**config.mk**
```make
export PLATFORM = sky130hd
export DESIGN_NAME = im_loader_flat
export DESIGN_NICKNAME = d
export VERILOG_FILES = /design/src/rtl/im_loader_pkg.sv /design/src/rtl/im_loader_if.sv /design/src/rtl/im_loader_byte_packer.sv /design/src/rtl/im_loader.sv /design/src/flat_wrapper.sv
export SDC_FILE = /design/constraint.sdc
export NUM_CORES = 1
export LEC_CHECK = 0
export BUFFER_PORTS_ARGS = -buffer_cell sky130_fd_sc_hd__buf_2
export CORE_UTILIZATION = 50
export DETAILED_ROUTE_END_ITERATION = 10
export GPL_TIMING_DRIVEN = 1
export HOLD_SLACK_MARGIN = 0.06
export PLACE_DENSITY_LB_ADDON = 0.08
export SLEW_MARGIN = 20
export SYNTH_ARGS = -nofsm -noshare
export SYNTH_HDL_FRONTEND = slang
export SYNTH_HIERARCHICAL = 1
export SYNTH_SLANG_ARGS = --single-unit
```
**constraint.sdc**
```tcl
create_clock -name clk -period 5.3 [get_ports clk]
set_input_delay 0.795 -clock clk [delete_from_list [all_inputs] [get_ports clk]]
set_output_delay 0.795 -clock clk [all_outputs]
set_load 0.005 [all_outputs]
```
**src/rtl/im_loader_pkg.sv**
```systemverilog
// Shared definitions for the instruction-memory loader, the IM and the CPU top.
//   ImAddrW            default IM word-address width
//   ImDepth            IM depth in words
//   ByteOrderBigEndian first byte of a word lands in bits [31:24] when set
//   state_e            loader FSM state encoding
//   pack_byte          shifts one stream byte into a partially assembled word
package im_loader_pkg;

  localparam int unsigned ImAddrW = 10;
  localparam int unsigned ImDepth = 1 << ImAddrW;
  localparam bit ByteOrderBigEndian = 1'b1;

  typedef enum logic [2:0] {
    StIdle,
    StRecv,
    StWrite,
    StCheck,
    StDone
  } state_e;

  function automatic logic [31:0] pack_byte(input logic [31:0] word, input logic [7:0] b);
    if (ByteOrderBigEndian) begin
      return {word[23:0], b};
    end else begin
      return {b, word[31:8]};
    end
  endfunction

endpackage

```
**src/rtl/im_loader_if.sv**
```systemverilog
// Host/IM-side bundle of the instruction-memory loader.
//   master : host front-end (drives start, word_count, byte_valid, byte_data)
//   slave  : loader (drives byte_ready, im_we, im_waddr, im_wdata, cpu_hold, done, err)
interface im_loader_if
  import im_loader_pkg::*;
#(
  parameter int unsigned ADDR_W = ImAddrW
) ();

  logic              start;
  logic [ADDR_W:0]   word_count;
  logic              byte_valid;
  logic [7:0]        byte_data;
  logic              byte_ready;
  logic              im_we;
  logic [ADDR_W-1:0] im_waddr;
  logic [31:0]       im_wdata;
  logic              cpu_hold;
  logic              done;
  logic              err;

  modport master (
    output start, word_count, byte_valid, byte_data,
    input  byte_ready, im_we, im_waddr, im_wdata, cpu_hold, done, err
  );

  modport slave (
    input  start, word_count, byte_valid, byte_data,
    output byte_ready, im_we, im_waddr, im_wdata, cpu_hold, done, err
  );

endinterface

```
**src/rtl/im_loader_byte_packer.sv**
```systemverilog
// Assembles four stream bytes into one 32-bit word.
//   clk, reset   clock and synchronous active-low reset
//   clear_i      drop any partial word and restart at byte 0
//   push_i       one byte accepted this cycle
//   byte_i       the accepted byte
//   word_o       word including the byte currently pushed (valid with word_full_o)
//   word_full_o  high in the cycle the fourth byte of a word is pushed
module im_loader_byte_packer
  import im_loader_pkg::*;
(
  input  logic        clk,
  input  logic        reset,
  input  logic        clear_i,
  input  logic        push_i,
  input  logic [7:0]  byte_i,
  output logic [31:0] word_o,
  output logic        word_full_o
);

  logic [31:0] sr_q;
  logic [1:0]  idx_q;

  // The word is presented combinationally with its last byte so the loader can
  // register it on the same edge and write it in the very next cycle.
  assign word_o      = pack_byte(sr_q, byte_i);
  assign word_full_o = push_i && (idx_q == 2'd3);

  always_ff @(posedge clk) begin
    if (!reset) begin
      sr_q  <= '0;
      idx_q <= '0;
    end else if (clear_i) begin
      sr_q  <= '0;
      idx_q <= '0;
    end else if (push_i) begin
      sr_q  <= word_o;
      idx_q <= idx_q + 2'd1;
    end
  end

endmodule

```
**src/rtl/im_loader.sv**
```systemverilog
// Instruction-memory loader: packs a byte stream into words, writes them to IM from
// address 0 upward and holds the CPU until the image is complete.
//   clk, reset  clock and synchronous active-low reset
//   bus         im_loader_if.slave: start/word_count, byte stream, IM write port,
//               cpu_hold, done, err
// Optional feature: define IM_LOADER_CSUM_EN to require one trailing checksum byte
// (XOR of all program bytes) after the last word; a mismatch ends with err=1.
module im_loader
  import im_loader_pkg::*;
#(
  parameter int unsigned ADDR_W = ImAddrW
) (
  input logic        clk,
  input logic        reset,
  im_loader_if.slave bus
);

  localparam int unsigned CntW = ADDR_W + 1;
  localparam logic [CntW-1:0] MaxWords = {1'b1, {ADDR_W{1'b0}}};

  state_e            state_q, state_d;
  logic              byte_ready_q, byte_ready_d;
  logic              im_we_q, im_we_d;
  logic [ADDR_W-1:0] waddr_q, waddr_d;
  logic [31:0]       wdata_q, wdata_d;
  logic              cpu_hold_q, cpu_hold_d;
  logic              done_q, done_d;
  logic              err_q, err_d;
  logic [CntW-1:0]   count_q, count_d;
  logic [CntW-1:0]   written_q, written_d;

  logic        accept;
  logic        pk_clear;
  logic        pk_push;
  logic        pk_full;
  logic [31:0] pk_word;

`ifdef IM_LOADER_CSUM_EN
  logic [7:0] csum_q, csum_d;
`endif

  assign accept  = bus.byte_valid && byte_ready_q;
  assign pk_push = accept && (state_q == StRecv);

  im_loader_byte_packer u_packer (
    .clk         (clk),
    .reset       (reset),
    .clear_i     (pk_clear),
    .push_i      (pk_push),
    .byte_i      (bus.byte_data),
    .word_o      (pk_word),
    .word_full_o (pk_full)
  );

  always_comb begin
    state_d   = state_q;
    im_we_d   = 1'b0;
    waddr_d   = waddr_q;
    wdata_d   = wdata_q;
    done_d    = done_q;
    err_d     = err_q;
    count_d   = count_q;
    written_d = written_q;
    pk_clear  = 1'b0;
`ifdef IM_LOADER_CSUM_EN
    csum_d    = csum_q;
`endif

    unique case (state_q)
      StIdle, StDone: begin
        if (bus.start) begin
          waddr_d   = '0;
          written_d = '0;
          count_d   = bus.word_count;
          done_d    = 1'b0;
          err_d     = 1'b0;
          pk_clear  = 1'b1;
`ifdef IM_LOADER_CSUM_EN
          csum_d    = '0;
`endif
          if (bus.word_count == '0) begin
            state_d = StDone;
            done_d  = 1'b1;
          end else if (bus.word_count > MaxWords) begin
            state_d = StDone;
            err_d   = 1'b1;
          end else begin
            state_d = StRecv;
          end
        end
      end
      StRecv: begin
`ifdef IM_LOADER_CSUM_EN
        if (accept) begin
          csum_d = csum_q ^ bus.byte_data;
        end
`endif
        if (pk_full) begin
          state_d = StWrite;
          im_we_d = 1'b1;
          wdata_d = pk_word;
        end
      end
      StWrite: begin
        // Address wraps naturally to 0 after a full-depth image.
        waddr_d   = waddr_q + ADDR_W'(1);
        written_d = written_q + CntW'(1);
        if (written_d == count_q) begin
`ifdef IM_LOADER_CSUM_EN
          state_d = StCheck;
`else
          state_d = StDone;
          done_d  = 1'b1;
`endif
        end else begin
          state_d = StRecv;
        end
      end
`ifdef IM_LOADER_CSUM_EN
      StCheck: begin
        if (accept) begin
          state_d = StDone;
          if (bus.byte_data != csum_q) begin
            err_d = 1'b1;
          end else begin
            done_d = 1'b1;
          end
        end
      end
`endif
      default: begin
        state_d = StIdle;
      end
    endcase

    // Status outputs follow the state being entered so they are registered yet aligned.
    byte_ready_d = (state_d == StRecv) || (state_d == StCheck);
    cpu_hold_d   = (state_d != StDone);
  end

  always_ff @(posedge clk) begin
    if (!reset) begin
      state_q      <= StIdle;
      byte_ready_q <= 1'b0;
      im_we_q      <= 1'b0;
      waddr_q      <= '0;
      wdata_q      <= '0;
      cpu_hold_q   <= 1'b1;
      done_q       <= 1'b0;
      err_q        <= 1'b0;
      count_q      <= '0;
      written_q    <= '0;
    end else begin
      state_q      <= state_d;
      byte_ready_q <= byte_ready_d;
      im_we_q      <= im_we_d;
      waddr_q      <= waddr_d;
      wdata_q      <= wdata_d;
      cpu_hold_q   <= cpu_hold_d;
      done_q       <= done_d;
      err_q        <= err_d;
      count_q      <= count_d;
      written_q    <= written_d;
    end
  end

`ifdef IM_LOADER_CSUM_EN
  always_ff @(posedge clk) begin
    if (!reset) begin
      csum_q <= '0;
    end else begin
      csum_q <= csum_d;
    end
  end
`endif

  assign bus.byte_ready = byte_ready_q;
  assign bus.im_we      = im_we_q;
  assign bus.im_waddr   = waddr_q;
  assign bus.im_wdata   = wdata_q;
  assign bus.cpu_hold   = cpu_hold_q;
  assign bus.done       = done_q;
  assign bus.err        = err_q;

endmodule

```
**src/flat_wrapper.sv**
```systemverilog
// flat-port wrapper written by rule: the top's interface ports become plain ports
module im_loader_flat import im_loader_pkg::*;
#(
  parameter int unsigned ADDR_W = ImAddrW
)
  (clk, reset, bus_start, bus_word_count, bus_byte_valid, bus_byte_data, bus_byte_ready, bus_im_we, bus_im_waddr, bus_im_wdata, bus_cpu_hold, bus_done, bus_err);
  im_loader_if #(.ADDR_W(ADDR_W)) bus_i ();
  input logic clk;
  input logic reset;
  input wire logic [$bits(bus_i.start)-1:0] bus_start;
  input wire logic [$bits(bus_i.word_count)-1:0] bus_word_count;
  input wire logic [$bits(bus_i.byte_valid)-1:0] bus_byte_valid;
  input wire logic [$bits(bus_i.byte_data)-1:0] bus_byte_data;
  output wire logic [$bits(bus_i.byte_ready)-1:0] bus_byte_ready;
  output wire logic [$bits(bus_i.im_we)-1:0] bus_im_we;
  output wire logic [$bits(bus_i.im_waddr)-1:0] bus_im_waddr;
  output wire logic [$bits(bus_i.im_wdata)-1:0] bus_im_wdata;
  output wire logic [$bits(bus_i.cpu_hold)-1:0] bus_cpu_hold;
  output wire logic [$bits(bus_i.done)-1:0] bus_done;
  output wire logic [$bits(bus_i.err)-1:0] bus_err;
  assign bus_i.start = bus_start;
  assign bus_i.word_count = bus_word_count;
  assign bus_i.byte_valid = bus_byte_valid;
  assign bus_i.byte_data = bus_byte_data;
  assign bus_byte_ready = bus_i.byte_ready;
  assign bus_im_we = bus_i.im_we;
  assign bus_im_waddr = bus_i.im_waddr;
  assign bus_im_wdata = bus_i.im_wdata;
  assign bus_cpu_hold = bus_i.cpu_hold;
  assign bus_done = bus_i.done;
  assign bus_err = bus_i.err;
  im_loader #(.ADDR_W(ADDR_W)) u_core (.clk(clk), .reset(reset), .bus(bus_i));
endmodule
```
* Yosys cells after proc, flatten, opt, wreduce, memory -nomap -nowiden *
Index checks and enable logic that the tools add are counted.

storage, ports and cells
  register bits after elaboration = 98
  bits of input ports = 23
  output and inout bits = 47
  logic and storage cells = 60

operators by class
  $add $sub $neg = 3
  magnitude comparators = 1
  equality and inequality tests = 10
  multiplexer cells = 19
  bitwise gates (word level) = 1
  reduce and logical (&&, ||, !) cells = 14

operators by type and width
  cell                                                   count
  case mux 11 bit (2 select lines)                       1
  case mux 10 bit (2 select lines)                       1
  two-way mux 3 bit                                      5
  adder 11 x 1 -> 11 bit, second input constant          1
  == test 11 bit                                         1
  greater-than comparator 11 bit, second input constant  1
  zero test 11 bit                                       1
  two-way mux 11 bit                                     1
  adder 10 x 1 -> 10 bit, second input constant          1
  two-way mux 10 bit                                     1
  case mux 3 bit (3 select lines)                        1
  two-way mux 1 bit                                      8
  AND reduction 2 bit                                    4
  == test 3 x 1 -> 1 bit, second input constant          2
  == test 3 x 2 -> 1 bit, second input constant          2
  OR reduction 2 bit                                     2
  == test 3 bit, second input constant                   1
  logical AND 1 bit                                      3
  zero test 3 bit                                        1
  inequality test 3 bit, second input constant           1
  AND reduction 3 bit                                    1
  adder 2 x 1 -> 2 bit, second input constant            1
  == test 2 bit, second input constant                   1
  inequality test 2 x 1 -> 1 bit, second input constant  1
  other kinds (5)                                        5

* Depth between registers and ports, before layout *
  depth after elaboration = 7
  mapped depth = 10
  gate-level depth less buffers = 7

* Hierarchy *
Netlist, hierarchy kept.

by module, submodules not included
  module                 instances  cells an instance  area each (um2)  seq. area each (um2)
  im_loader              1          396                3256.9           1441.4
  im_loader_byte_packer  1          95                 1047.3           520.5

* Least setup slack after synthesis *
OpenSTA, ideal clock, no wires.

  path type = register -> register
  start point = register u_core.written_q[0]
  end point = register u_core.cpu_hold_q (netlist: u_core/bus.cpu_hold)
  setup time = 0.150 ns
  data arrival time = 2.116 ns
  required time = 5.150 ns
  setup slack = 3.034 ns
  stages on the path, launching flop included = 7
  path buffers = 0
  clock period less this slack = 2.266 ns
  cells stage by stage = dfxtp_1 ha_1 nand3_2 or4_4 or4_4 a22oi_4 a32oi_1

between the ends
  longest elaborated chain between the ends = 5

RTL lines
  item                             line              RTL
  start, declared                  im_loader.sv:30   logic [CntW-1:0] written_q, written_d;
  start signal, assigned           im_loader.sv:163  written_q <= written_d;
  adder 11 x 1 -> 11 bit           im_loader.sv:107  written_d = written_q + CntW'(1);
  == test 11 bit                   im_loader.sv:108  if (written_d == count_q) begin
  two-way mux 3 bit                im_loader.sv:108
  case mux 3 bit (3 select lines)  im_loader.sv:69   unique case (state_q)
  inequality test 3 bit            im_loader.sv:138  cpu_hold_d = (state_d != StDone);
  end signal, assigned             im_loader.sv:159  cpu_hold_q <= cpu_hold_d;
  end, declared                    im_loader.sv:26   logic cpu_hold_q, cpu_hold_d;

No other way between the ends.
A chain may end at the register's enable or synchronous reset.

* Worst setup path after layout *
  start point = input bus_start
  end point = register u_core.waddr_q[4] (netlist: u_core/bus.im_waddr[4])

between the ends
  longest elaborated chain between the ends = 2

RTL lines
  item                                    line                RTL
  start, declared                         flat_wrapper.sv:10  input wire logic [$bits(bus_i.start)-1:0] bus_start;
  inequality test 2 bit (no source line)  -
  AND reduction 2 bit (no source line)    -
  end signal, assigned                    im_loader.sv:157    waddr_q <= waddr_d;
  end, declared                           im_loader.sv:24     logic [ADDR_W-1:0] waddr_q, waddr_d;

No other way between the ends.

==> summary.md <==
| Metric | Value |
|---|---|
| RSZ-0062 raised after global routing | false |
| Post-route design area | 0.004748 mm^2 |
| CTS max path bufs | 2 |
| Worst-path fanout max | 19 |
| Area of the multi-input gates | 0.002112 mm^2 |
| Final Hold Fails | 0 |
| CTS tree | built |
| CP Class | in -> reg |
| Synth Register Bits | 98 |
| Largest net degree at the start of global routing | 43 |
| Post-CTS resize count | 0 |
| Routed Wire Length | 9.305 mm |
| Initial antenna violation count | 0 |
| Measured slew at the worst slew-check pin | 1.078 ns |
| ANT cells | 0 |
| Cts hold-fix bufs | 0 |
| Top FF cell, synth | dfxtp_1 |
| Register Area | 0.001962 mm^2 |
| Gpl congestion | 0.7790 |
| GRT Resource Usage Total | 0.2170 |
| Drt pass-1 iters | 5 |
| Dpl hpwl | 6.304 mm |
| Clk root buf | clkbuf_8 |
| Final period utilization | 0.5575 |
| Port buffer count | 69 |
| Post-Place Cell Area | 0.004586 mm^2 |
| Power per cell area | 263.9 mW/mm^2 |
| Worst skew pair latency | 0.36 ns |
| P_leak | 1.855 nW |
| Drt drc | 0 |
| Clock transition at path regs | 0.10 ns |
| Final Skew | 0.009352 ns |
| Core footprint | 0.008258 mm^2 |
| Clock sinks | 98 |
| DIE WIDTH | 94.78 um |
| Syn_nets | 517 |
| Total power draw | 1.253 mW |
| Die height | 94.78 um |
| Sequential area share after synthesis | 0.4558 |
| Avg Cell Area, Syn | 8.766 um^2 |
| CTS H-tree depth | 3 |
| Final Max Slew Viols | 0 |
| Vias per inst | 5.351 |
| Yosys warns | 6 |
| Worst hold slack | 0.4633 ns |
| Status | completed |
| Post-CTS setup buffer count | 0 |
| Worst VDD drop | 0.1324 mV |
| GRT Residual Overflow | 0 |
| Relative slew slack | 0.2787 |
| Drt wl/cell | 14.38 um |
| Iter 0 DRT Violations | 116 |
| I/O pin count | 70 |
| Crit end category | flip-flop |
| Vias in the first global route | 3150 |
| Commonest cells after routing, fill and taps aside | nand2_1 (102), dfxtp_1 (98), buf_2 (69) |
| Layout cells sized above 1 | 0.1790 |
| Fill count | 811 |
| Via count | 3462 |
| Minimum clock period | 2.955 ns |
| Max-Cap Viols | 0 |
| Yosys cell types | 46 |
| Num CTS Buffers | 9 |
| CP required | 5.61 ns |
| Reg2Reg Setup Slack | 2.45 ns |
| First-pass GRT wire length | 15.13 mm |
| ANT nets after route | 0 |
| Ys async rst share | 0 |
| Cell Area, Synth | 0.004304 mm^2 |
| Initial core utilization | 0.5212 |
| Layout net count | 564 |
| EDFF count, synth | 0 |
| Setup-failing EPs final | 0 |
| Most common cell after layout, fill and taps aside | nand2_1 |
| Element type at the critical path start | input port |
| Hold Crit Class | reg -> reg |
| Row count | 33 |
| TNS Setup | 0 ns |
| Arrival @ worst endpoint | 3.27 ns |
| Die area | 0.008983 mm^2 |
| Area Overhead vs Synth | 10.32% |
| Gate Count Post-Synth | 491 |
| Max Freq | 338.4 MHz |
## state kept, by name, summed over array words and instances, names as in the netlist
register and cells:
u_core/bus.im_wdata 32, u_core/u_packer/sr_q 24, u_core/count_q 11, u_core/written_q 11, u_core/bus.im_waddr 10, u_core/state_q 3, u_core/u_packer/idx_q 2, u_core/bus.byte_ready 1
u_core/bus.cpu_hold 1, u_core/bus.done 1, u_core/bus.err 1, u_core/bus.im_we 1
## cell type report
cell class,instances,share of cell area
repair buffers,72,0.07747
clock buffers,11,0.02767
flip-flops and latches,98,0.4132
inverters,4,0.003162
clock inverters,4,0.006061
well taps,105,0.02767
multi-input cells,353,0.4448
## cells in the mapped netlist, drive strengths merged (2+ instances only)
cell type / number / area, um^2
a21boi: 48 / 360.3
a21o: 2 / 15.01
a21oi: 10 / 50.05
a22oi: 3 / 36.28
a31oi: 5 / 31.28
a32o: 2 / 20.02
and2: 13 / 81.33
and3: 8 / 50.05
and4: 3 / 26.28
buf: 16 / 143.9
clkbuf: 20 / 75.07
dfxtp: 98 / 1962
ha: 3 / 37.54
inv: 4 / 15.01
mux2i: 30 / 300.3
nand2: 103 / 386.6
nand2b: 4 / 32.53
nand3: 8 / 45.04
nand4: 3 / 18.77
nor2: 47 / 178.9
nor2b: 9 / 56.30
nor3: 6 / 30.03
nor3b: 2 / 15.01
nor4: 2 / 12.51
o21a: 2 / 15.01
o21ai: 13 / 65.06
o32ai: 2 / 17.52
or3b: 2 / 17.52
or4: 5 / 45.04
xnor2: 9 / 78.83
xor2: 4 / 35.03
## worst max-delay path: stages
cell	delay, ns
buf_2	0.11
nand2_1	0.49
inv_1	0.43
nor2_1	0.93
o21ai_0	0.20
o21ai_0	0.14
and2_1	0.15
## cell families (layout without fill, tap and decap cells)
family | count (synthesis) | in the layout | share of synthesized area
DFF | 98 | 98 | 0.4558
buffers and inverters | 40 | 91 | 0.05436
muxes | 30 | 30 | 0.06977
AOI/OAI and AO/OA | 91 | 91 | 0.1512
adders and majority gates | 3 | 3 | 0.008722
and+or+nand+nor | 216 | 216 | 0.2337
xor gates and xnor gates | 13 | 13 | 0.02645
## path summary, 6_finish.rpt
| kind | startpoint | endpoint | cells past startpoint |
|---|---|---|---|
| worst max-delay path | bus_start | u_core/bus.im_waddr[4] | 7 |
| worst max register to register | u_core/state_q[0] | u_core/bus.im_waddr[4] | 7 |
| worst min register to register | u_core/bus.im_wdata[31] | u_core/bus.im_wdata[31] | 2 |
| worst min-delay path | u_core/bus.im_wdata[31] | u_core/bus.im_wdata[31] | 2 |
## metrics by stage
| step | worst slack [ns] | std cells | utilization |
|---|---|---|---|
| final | 2.345 | 647 | 0.5750 |
| after global routing | 1.994 | 647 | 0.5750 |
| after CTS | 2.357 | 647 | 0.5747 |
| after detailed placement | 1.983 | 632 | 0.5553 |
| after global placement | 2.059 | 632 | 0.5552 |
| after floorplan | 3.034 | 491 | - |
## report_power, final
part | switching (mW) | leakage (nW) | total, mW | internal [mW]
Sequential | 0.00613 | 0.792 | 0.751 | 0.745
Clock | 0.256 | 0.0758 | 0.425 | 0.170
Combinational | 0.0464 | 0.987 | 0.0774 | 0.0311
Total | 0.308 | 1.85 | 1.25 | 0.945
## layer usage
layer  up-vias  track usage  part of all wire
li1       1748            -                 -
met1      1634       0.2791              0.46
met2        70       0.3591              0.48
met3        10      0.05072             0.045
met4         0      0.06692             0.013
met5         -            0                 0
Power figures use the tool's default switching activity.
